--- config.mk ---
export PLATFORM = sky130hd
export DESIGN_NAME = uart_rx_fifo
export DESIGN_NICKNAME = d
export VERILOG_FILES = /design/src/rtl/uart_rx_fifo.sv
export SDC_FILE = /design/constraint.sdc
export NUM_CORES = 1
export LEC_CHECK = 0
export ABC_AREA = 1
export CORE_ASPECT_RATIO = 0.7
export CORE_UTILIZATION = 35
export DETAILED_ROUTE_END_ITERATION = 10
export HOLD_SLACK_MARGIN = 0.1
export PLACE_DENSITY = 0.57
export SYNTH_ARGS = -nofsm -noshare
export SYNTH_HDL_FRONTEND = slang
export SYNTH_SLANG_ARGS = --single-unit
--- constraint.sdc ---
create_clock -name clk -period 5.71 [get_ports clk]
set_input_delay 1.142 -clock clk [delete_from_list [all_inputs] [get_ports clk]]
set_output_delay 1.142 -clock clk [all_outputs]
set_load 0.02 [all_outputs]
--- src/rtl/uart_rx_fifo.sv ---
// uart_rx_fifo: FWFT byte buffer behind the UART receiver.
// Registered level/empty/full status and a sticky overflow flag.
module uart_rx_fifo #(
  parameter int DATA_W = 8,
  parameter int ADDR_W = 4
) (
  input  logic              clk,
  input  logic              reset,
  input  logic              i_push,
  input  logic [DATA_W-1:0] i_push_data,
  input  logic              i_pop,
  output logic [DATA_W-1:0] o_pop_data,
  output logic              o_empty,
  output logic              o_full,
  output logic [ADDR_W:0]   o_level,
  input  logic              i_clr_ovf,
  output logic              o_overflow
);

  localparam int DEPTH = 1 << ADDR_W;
  localparam logic [ADDR_W:0] FULL_LVL = (ADDR_W+1)'(DEPTH);

  logic [DATA_W-1:0] mem [DEPTH];
  logic [ADDR_W-1:0] wr_ptr;
  logic [ADDR_W-1:0] rd_ptr;
  logic [ADDR_W:0]   level_nxt;
  logic              pop_ok;
  logic              push_ok;

  // A full buffer still accepts a push when a pop frees a slot this cycle
  assign pop_ok  = i_pop & ~o_empty;
  assign push_ok = i_push & (~o_full | pop_ok);

  assign o_pop_data = mem[rd_ptr];

  // Next occupancy, so flags can be registered together with the level
  always_comb begin
    level_nxt = o_level;
    unique case (1'b1)
      push_ok & ~pop_ok: level_nxt = o_level + 1'b1;
      pop_ok & ~push_ok: level_nxt = o_level - 1'b1;
      default:           level_nxt = o_level;
    endcase
  end

  // Storage write; contents are intentionally not reset
  always_ff @(posedge clk) begin
    if (!reset && push_ok) begin
      mem[wr_ptr] <= i_push_data;
    end
  end

  // Pointers, level and registered status flags
  always_ff @(posedge clk) begin
    if (reset) begin
      wr_ptr  <= '0;
      rd_ptr  <= '0;
      o_level <= '0;
      o_empty <= 1'b1;
      o_full  <= 1'b0;
    end else begin
      if (push_ok) wr_ptr <= wr_ptr + 1'b1;
      if (pop_ok)  rd_ptr <= rd_ptr + 1'b1;
      o_level <= level_nxt;
      o_empty <= (level_nxt == '0);
      o_full  <= (level_nxt == FULL_LVL);
    end
  end

  // Sticky drop flag; a drop in the same cycle as a clear keeps it set
  always_ff @(posedge clk) begin
    if (reset) begin
      o_overflow <= 1'b0;
    end else if (i_push & ~push_ok) begin
      o_overflow <= 1'b1;
    end else if (i_clr_ovf) begin
      o_overflow <= 1'b0;
    end
  end

endmodule

==> results.py <==
metrics = {
    "detailed_routing": {
        "drt_wl_total_mm": 13.5,
        "viasPerCell": 4.86,
        "drt_first_pass_iters": 4,
        "first_iter_violations": 370,
        "route.detailed.drc": 0,
        "wl_per_cell_microns": 17.6,
        "num_vias": 3719,
        "drtAntennaViolNets": 0,
    },
    "setup_path": {
        "regToRegStartpoint": "o_empty$_SDFF_PP1_",
        "path_buf_inv": 1,
        "end_kind": "output pin",
        "reg2reg_depth": 7,
        "cpLargestDelayFamily": "flip-flops",
        "cp_cell_sequence": "mux2i_1 > o21ai_0 > o211ai_1 > nand2_1 > clkdlybuf4s50_1",
        "cpPeakStageDelay_ns": 1.03,
        "worst-path-max-fanout": 96,
        "crit_slowest_cell": "dfxtp_4",
        "start_kind": "flop",
        "cp_data_required_time_ns": 4.57,
        "r2r_end": "mem[5][6]$_DFFE_PP_",
        "rrSetupSlack_ns": 3.26,
        "critical_path_class": "flop to output pin",
        "arrival_ns": 2.95,
    },
    "global_routing": {
        "grt_first_pass_wirelength_mm": 21.0,
        "overflow": 0,
        "grt_pass1_vias": 3507,
        "grt_antenna_before_repair": 0,
        "grtUsageTotal_pct": 15.6,
        "grt_max_degree": 97,
    },
    "timing": {
        "period_share_pct": 71.6,
        "worst_pin_slew_ns": 1.24,
        "report.final.slew_viol_count": 0,
        "slew-limit-headroom_pct": 17.0,
        "max_freq_mhz": 245,
        "min_period_ns": 4.09,
        "setup_viol": 0,
        "hold_viol": 0,
        "whs_ns": 0.448,
        "rsz0062_at_grt": "no",
        "finalSetupTns_ns": 0,
        "clock_skew_ns": 0.00681,
    },
    "synthesis": {
        "synth_cell_types": 25,
        "synth_seq_area_share_pct": 68.7,
        "synth.area.top_cells": "edfxtp_1 (62%), dfxtp_1 (6.5%), mux2i_1 (5.2%), o211ai_1 (3.9%), inv_1 (3.6%)",
        "synthesis.area_sq_mm": 0.00618,
        "syn_avg_cell_area_sq_um": 12.5,
        "ys_ff_latch": 148,
        "synthTopCellsByCount": "edfxtp_1 (128), inv_1 (59), nand2_1 (40)",
        "synth_area_leader_cell": "edfxtp_1",
        "syn_nets": 516,
        "postSynth.asyncResetShare_pct": 0,
        "ys.flop_type": "edfxtp_1",
        "synth_most_common_cell": "edfxtp_1",
        "yosys_warnings": 0,
        "netlist_instances": 495,
        "synth_edf_count": 128,
        "synth_top_cell_area_share_pct": 62.2,
    },
    "layout": {
        "areaGrowthSynthToFinish_pct": 16.6,
        "diodes": 0,
        "fill_cells": 1601,
        "ff_latch_area_sq_mm": 0.00425,
        "final_cells": 765,
        "multi_input_area_sq_mm": 0.00156,
        "fin_area_sq_mm": 0.00721,
        "layout-drive-gt1-share_pct": 7.68,
        "nets": 542,
    },
    "hold_path": {
        "holdPathStages": 1,
        "hold_start": "rd_ptr[3]$_SDFFE_PP0P_",
        "hold_path_class": "flop to flop",
        "holdPathEnd": "rd_ptr[3]$_SDFFE_PP0P_",
    },
    "power": {
        "peakVddDrop_uv": 212,
        "power_density_mw_per_mm2": 364,
        "p_leak_nw": 2.46,
    },
    "outcome": {
        "status": "finished clean",
    },
    "floorplanning": {
        "row_count": 40,
        "fp.dieArea_sq_mm": 0.0182,
        "die_h_microns": 113,
        "core-area_sq_mm": 0.0172,
        "start_util_pct": 35.9,
        "die_w_microns": 161,
        "io_pins": 29,
    },
    "clock_tree": {
        "clockBufferDepth": 2,
        "htreeDepth": 4,
        "cts-root-buf": "clkbuf_16",
        "cts_resized": 0,
        "cts_hold_buffers": 0,
        "cts_setup_buffers": 0,
        "clock-sinks": 148,
        "clk_latency_ns": 0.41,
        "cts_tree": "built",
        "cts.clk_slew.worst_paths_ns": 0.06,
        "numCtsBuffers": 17,
    },
    "placed_design": {
        "postPlaceCellArea_sq_mm": 0.00662,
        "placed_cells": 733,
        "portBuffers": 28,
        "dpl.hpwl_mm": 8.74,
        "place.gp.congestion": 0.807,
    },
    "flow_run": {
        "cap_violations": 0,
    },
}
sequential cells by signal, summed over array words and instances (netlist names), named ones only:
name        cells
wr_ptr          4
mem           128
o_full          1
o_overflow      1
o_empty         1
rd_ptr          4
o_level         5
through the flow:
| step | power [mW] | util [%] | setup WS (ns) |
|---|---|---|---|
| after floorplan | 1.45 | - | 2.90 |
| after global placement | 1.55 | 38.4 | 1.70 |
| after detailed placement | 1.55 | 38.5 | 1.78 |
| after CTS | 2.64 | 41.8 | 1.61 |
| after global routing | 2.72 | 41.9 | 1.46 |
| final | 2.62 | 41.9 | 1.62 |
per-layer routing:
metal	wire, microns	vias to the layer above	GRT usage (%)
met3	691	11	3.12
li1	-	1831	-
met4	124	0	4.72
met2	5790	82	22.5
met5	0	-	0
met1	6880	1795	23.5
placed cells by master (no fill, tap or decap), types with 3 or more instances in the layout:
cell type,netlist,final
edfxtp_1,128,128
inv_1,59,59
nand2_1,40,40
a21oi_1,39,39
o21ai_0,38,38
mux2i_1,32,32
o211ai_1,32,32
clkdlybuf4s50_1,0,28
nor2_1,24,24
nand3_1,22,22
dfxtp_1,20,19
clkbuf_16,0,17
o21ai_1,12,12
ha_1,8,8
nor3_1,9,6
inv_6,0,4
clkinvlp_4,0,4
inv_2,3,3
nor3_2,0,3
report_power, final:
| part | switching, mW | internal, mW |
|---|---|---|
| Clock | 0.447 | 0.647 |
| Combinational | 0.173 | 0.118 |
| Sequential | 0.0418 | 1.20 |
| Total | 0.663 | 1.96 |
worst max-delay path by stage:
stage,startpoint,to,cells past startpoint
floorplan,i_pop,o_empty$_SDFF_PP1_,19
global route,flop,o_pop_data[4],6
finish,flop,o_pop_data[7],5
CTS,flop,o_pop_data[3],6
detailed placement,i_pop,mem[13][3]$_DFFE_PP_,9
global placement,i_pop,mem[3][3]$_DFFE_PP_,9
logic make-up after synthesis:
family / Yosys count / synth area share (%)
DFF: 148 / 68.7
AOI/OAI and AO/OA: 121 / 11.1
and+or+nand+nor: 100 / 6.98
buffers and inverters: 85 / 6.33
muxes: 32 / 5.18
adders and majority gates: 8 / 1.62
xor gates and xnor gates: 1 / 0.142
layout make-up:
class,count,area share (%)
clock inverter,14,2.08
timing repair buffer,30,4.10
multi-input combinational,262,21.7
inverter,62,3.23
tap,231,4.01
clock buffer,18,5.96
sequential,148,59.0
(Power assumes the default switching activity.)
==> variant, RTL diff (same settings) <==
Make the reset (`reset`) asynchronous in 2 clocked blocks.
--- a/src/rtl/uart_rx_fifo.sv
+++ b/src/rtl/uart_rx_fifo.sv
@@ -51,7 +51,7 @@
   end
 
   // Pointers, level and registered status flags
-  always_ff @(posedge clk) begin
+  always_ff @(posedge clk or posedge reset) begin
     if (reset) begin
       wr_ptr  <= '0;
       rd_ptr  <= '0;
@@ -68,7 +68,7 @@
   end
 
   // Sticky drop flag; a drop in the same cycle as a clear keeps it set
-  always_ff @(posedge clk) begin
+  always_ff @(posedge clk or posedge reset) begin
     if (reset) begin
       o_overflow <= 1'b0;
     end else if (i_push & ~push_ok) begin
Behaviour: differs if reset is asserted again (counterexample within 4 cycles, from zero or initial values and one cycle with reset high); with reset held inactive, the same outputs for 10 cycles.
==> variant against the unedited design <==
- sequential cell count is 4 lower
- count of clock-buffer cells in the layout is 1 higher
- critical path depth is 1 higher
- worst setup slack worse by 0.028 ns
- synthesized area is 2.3% lower
- register-to-register slack worse by 0.04 ns
- wire length is 2.7% higher
- first-iteration DRC count is 26% lower
- global-route usage is 0.94 points higher
- final area is 0.99% lower
- clock skew is 0.0021 ns higher
- final cell count is 0.52% higher
Power is not compared: it rests on default switching activity, and its combinational part moved more than twofold at a synthesized area within 25%.
==> variant: results (changes against the unedited design) <==
* 3782 — via count of the first global-routing pass, +7.8%
* sky130_fd_sc_hd__clkbuf_16 — CTS Root Buffer Type
* 737 — Placed Instances, +0.55%
* 0.06 ns — clock slew seen by the registers of the worst setup and hold paths, about the same
* 128 — number of enable flip-flop cells after synthesis, unchanged
* 28 — IO Port Bufs, unchanged
* 0.0956 — fraction of final layout cells sized beyond drive strength 1, +0.0188
* 0.00894 ns — Setup Skew, +0.00213 ns
* 4 — CTS H-tree depth, unchanged
* 30 — Unique masters post-synth, +20%
* 1.03 ns — delay of the slowest cell on the worst path, about the same
* 769 — filler-free cell count of the finished design, +0.52%
* 4.97 — routed vias/inst, +2.2%
* 0.158 — worst rel slew slack, -0.0121
* 21800 um — wire length of the first global-routing pass, +3.7%
* 0 — number of antenna violations at the first check in global routing, unchanged
* mem (128), o_level (5) — registers with the most flip-flops
* 273 — iteration-0 DRC count of the detailed router, -26%
* 2.46 nW — Leak Pwr
* 12.0 um2 — Post-Synthesis Mean Instance Area, -3.9%
* 524 — number of nets produced by synthesis, +1.6%
* 8680 um — Detail Placement HPWL, -0.69%
* 0.41 ns — worst skew pair latency, about the same
* 0.165 — global-route usage over all layers, +0.00939
* 2.97 ns — critical path arrival, +0.02 ns
* reg -> reg — Hold WC Path Type
* 4 — 1st-pass router iterations, unchanged
* 0.111 — Async SR Flop Fraction, +0.111
* 0 — total inserted antenna cells, unchanged
* 0 — setup bufs post-CTS, unchanged
* sky130_fd_sc_hd__edfxtp_1 (128), sky130_fd_sc_hd__nor2_1 (108), sky130_fd_sc_hd__o21ai_0 (59) — most numerous cell types in the synthesized netlist
* 0 — number of synthesis warnings, unchanged
* 246 uV — peak ir drop on the vdd network
* 0.737 — RePlAce Congestion, -8.7%
* 17 — total clock buffers created by CTS, unchanged
* 6500 um2 — Post-Place Cell Area, -1.8%
* 0.703 — share of the yosys chip area belonging to registers, +0.0167
* 0 — cts repair resizes, unchanged
* 1577 — number of inserted filler cells in the final layout, -1.5%
* 2 — maximum clock insertion buffer count, unchanged
* completed — status
* 552 — final net count, +1.8%
* sky130_fd_sc_hd__dfrtp_2 — standard cell with the maximum stage delay on the critical path
* sky130_fd_sc_hd__edfxtp_1 (64%), sky130_fd_sc_hd__nor2_1 (6.7%), sky130_fd_sc_hd__dfrtp_1 (6.2%) — dominant cells by area after synthesis
* flip-flops — Worst path top cell family by delay
* 0 — aggregate global routing overflow, unchanged
* 56 — maximum net fanout on the critical path, -42%
* 65 — maximum number of pins on one net before global-route repair, -33%
* 13800 um — total wire length after detailed routing, +2.7%
-- variant: cell types whose count changed in the layout (fill, tap and decap cells not counted), moves of 5 or more --
cell / before / now
sky130_fd_sc_hd__nor2_1: 24 / 108
sky130_fd_sc_hd__inv_1: 59 / 19
sky130_fd_sc_hd__a21oi_1: 39 / 1
sky130_fd_sc_hd__mux2i_1: 32 / 0
sky130_fd_sc_hd__o21ai_0: 38 / 59
sky130_fd_sc_hd__dfxtp_1: 19 / 0
sky130_fd_sc_hd__dfrtp_1: 0 / 13
sky130_fd_sc_hd__nand2_1: 40 / 45
sky130_fd_sc_hd__nand3_1: 22 / 17
sky130_fd_sc_hd__xor2_1: 1 / 6
-- variant: per-layer routing --
metal  routed length (um)  global-route usage  part of all wire
met4                   41              0.0442            0.0030
met1                 6590               0.244              0.48
met3                 1010              0.0384             0.073
met5                    0                   0                 0
met2                 6200               0.243              0.45
-- variant: worst paths after layout --
path / startpoint / end / slack, ns / cells after the start
max in group asynchronous: reset / rd_ptr[1] / 4.07 / 2
worst max register to register: o_empty / o_full / 3.22 / 14
worst min-delay path: wr_ptr[2] / wr_ptr[2] / 0.52 / 1
worst max-delay path: rd_ptr[1] / o_pop_data[0] / 1.59 / 6
min in group asynchronous: reset / o_level[4] / 1.20 / 2
worst min register to register: wr_ptr[2] / wr_ptr[2] / 0.52 / 1
-- variant: final cells by class --
cell class	instances	area (um2)	area share
multi-input combinational	311	1580	0.221
clock inverter	13	185	0.0260
sequential	144	4250	0.595
clock buffer	19	433	0.0607
timing repair buffer	33	318	0.0445
tap	225	282	0.0395
inverter	24	92.6	0.0130
-- variant: cell families (layout without fill, tap and decap cells) --
| kind of cell | after synthesis | count (layout) | synth area share |
|---|---|---|---|
| flip-flops | 144 | 144 | 0.703 |
| AO/OA/AOI/OAI | 107 | 107 | 0.103 |
| AND/OR/NAND/NOR | 189 | 189 | 0.129 |
| buffers and inverters | 48 | 89 | 0.0381 |
| adder cells (fa/ha/maj) | 8 | 8 | 0.0166 |
| XOR/XNOR | 7 | 7 | 0.0102 |
-- variant: per-stage QoR --
stage | total power, mW | setup slack [ns]
after global placement | 2.68 | 1.91
after global routing | 4.06 | 1.36
after CTS | 3.86 | 1.58
after floorplan | 2.24 | 2.79
final | 3.84 | 1.59
after detailed placement | 2.69 | 1.81
-- variant: where the power goes --
group / switching [mW] / total [mW] / internal (mW)
Clock: 0.426 / 1.16 / 0.733
Combinational: 0.827 / 1.28 / 0.452
Sequential: 0.145 / 1.40 / 1.25
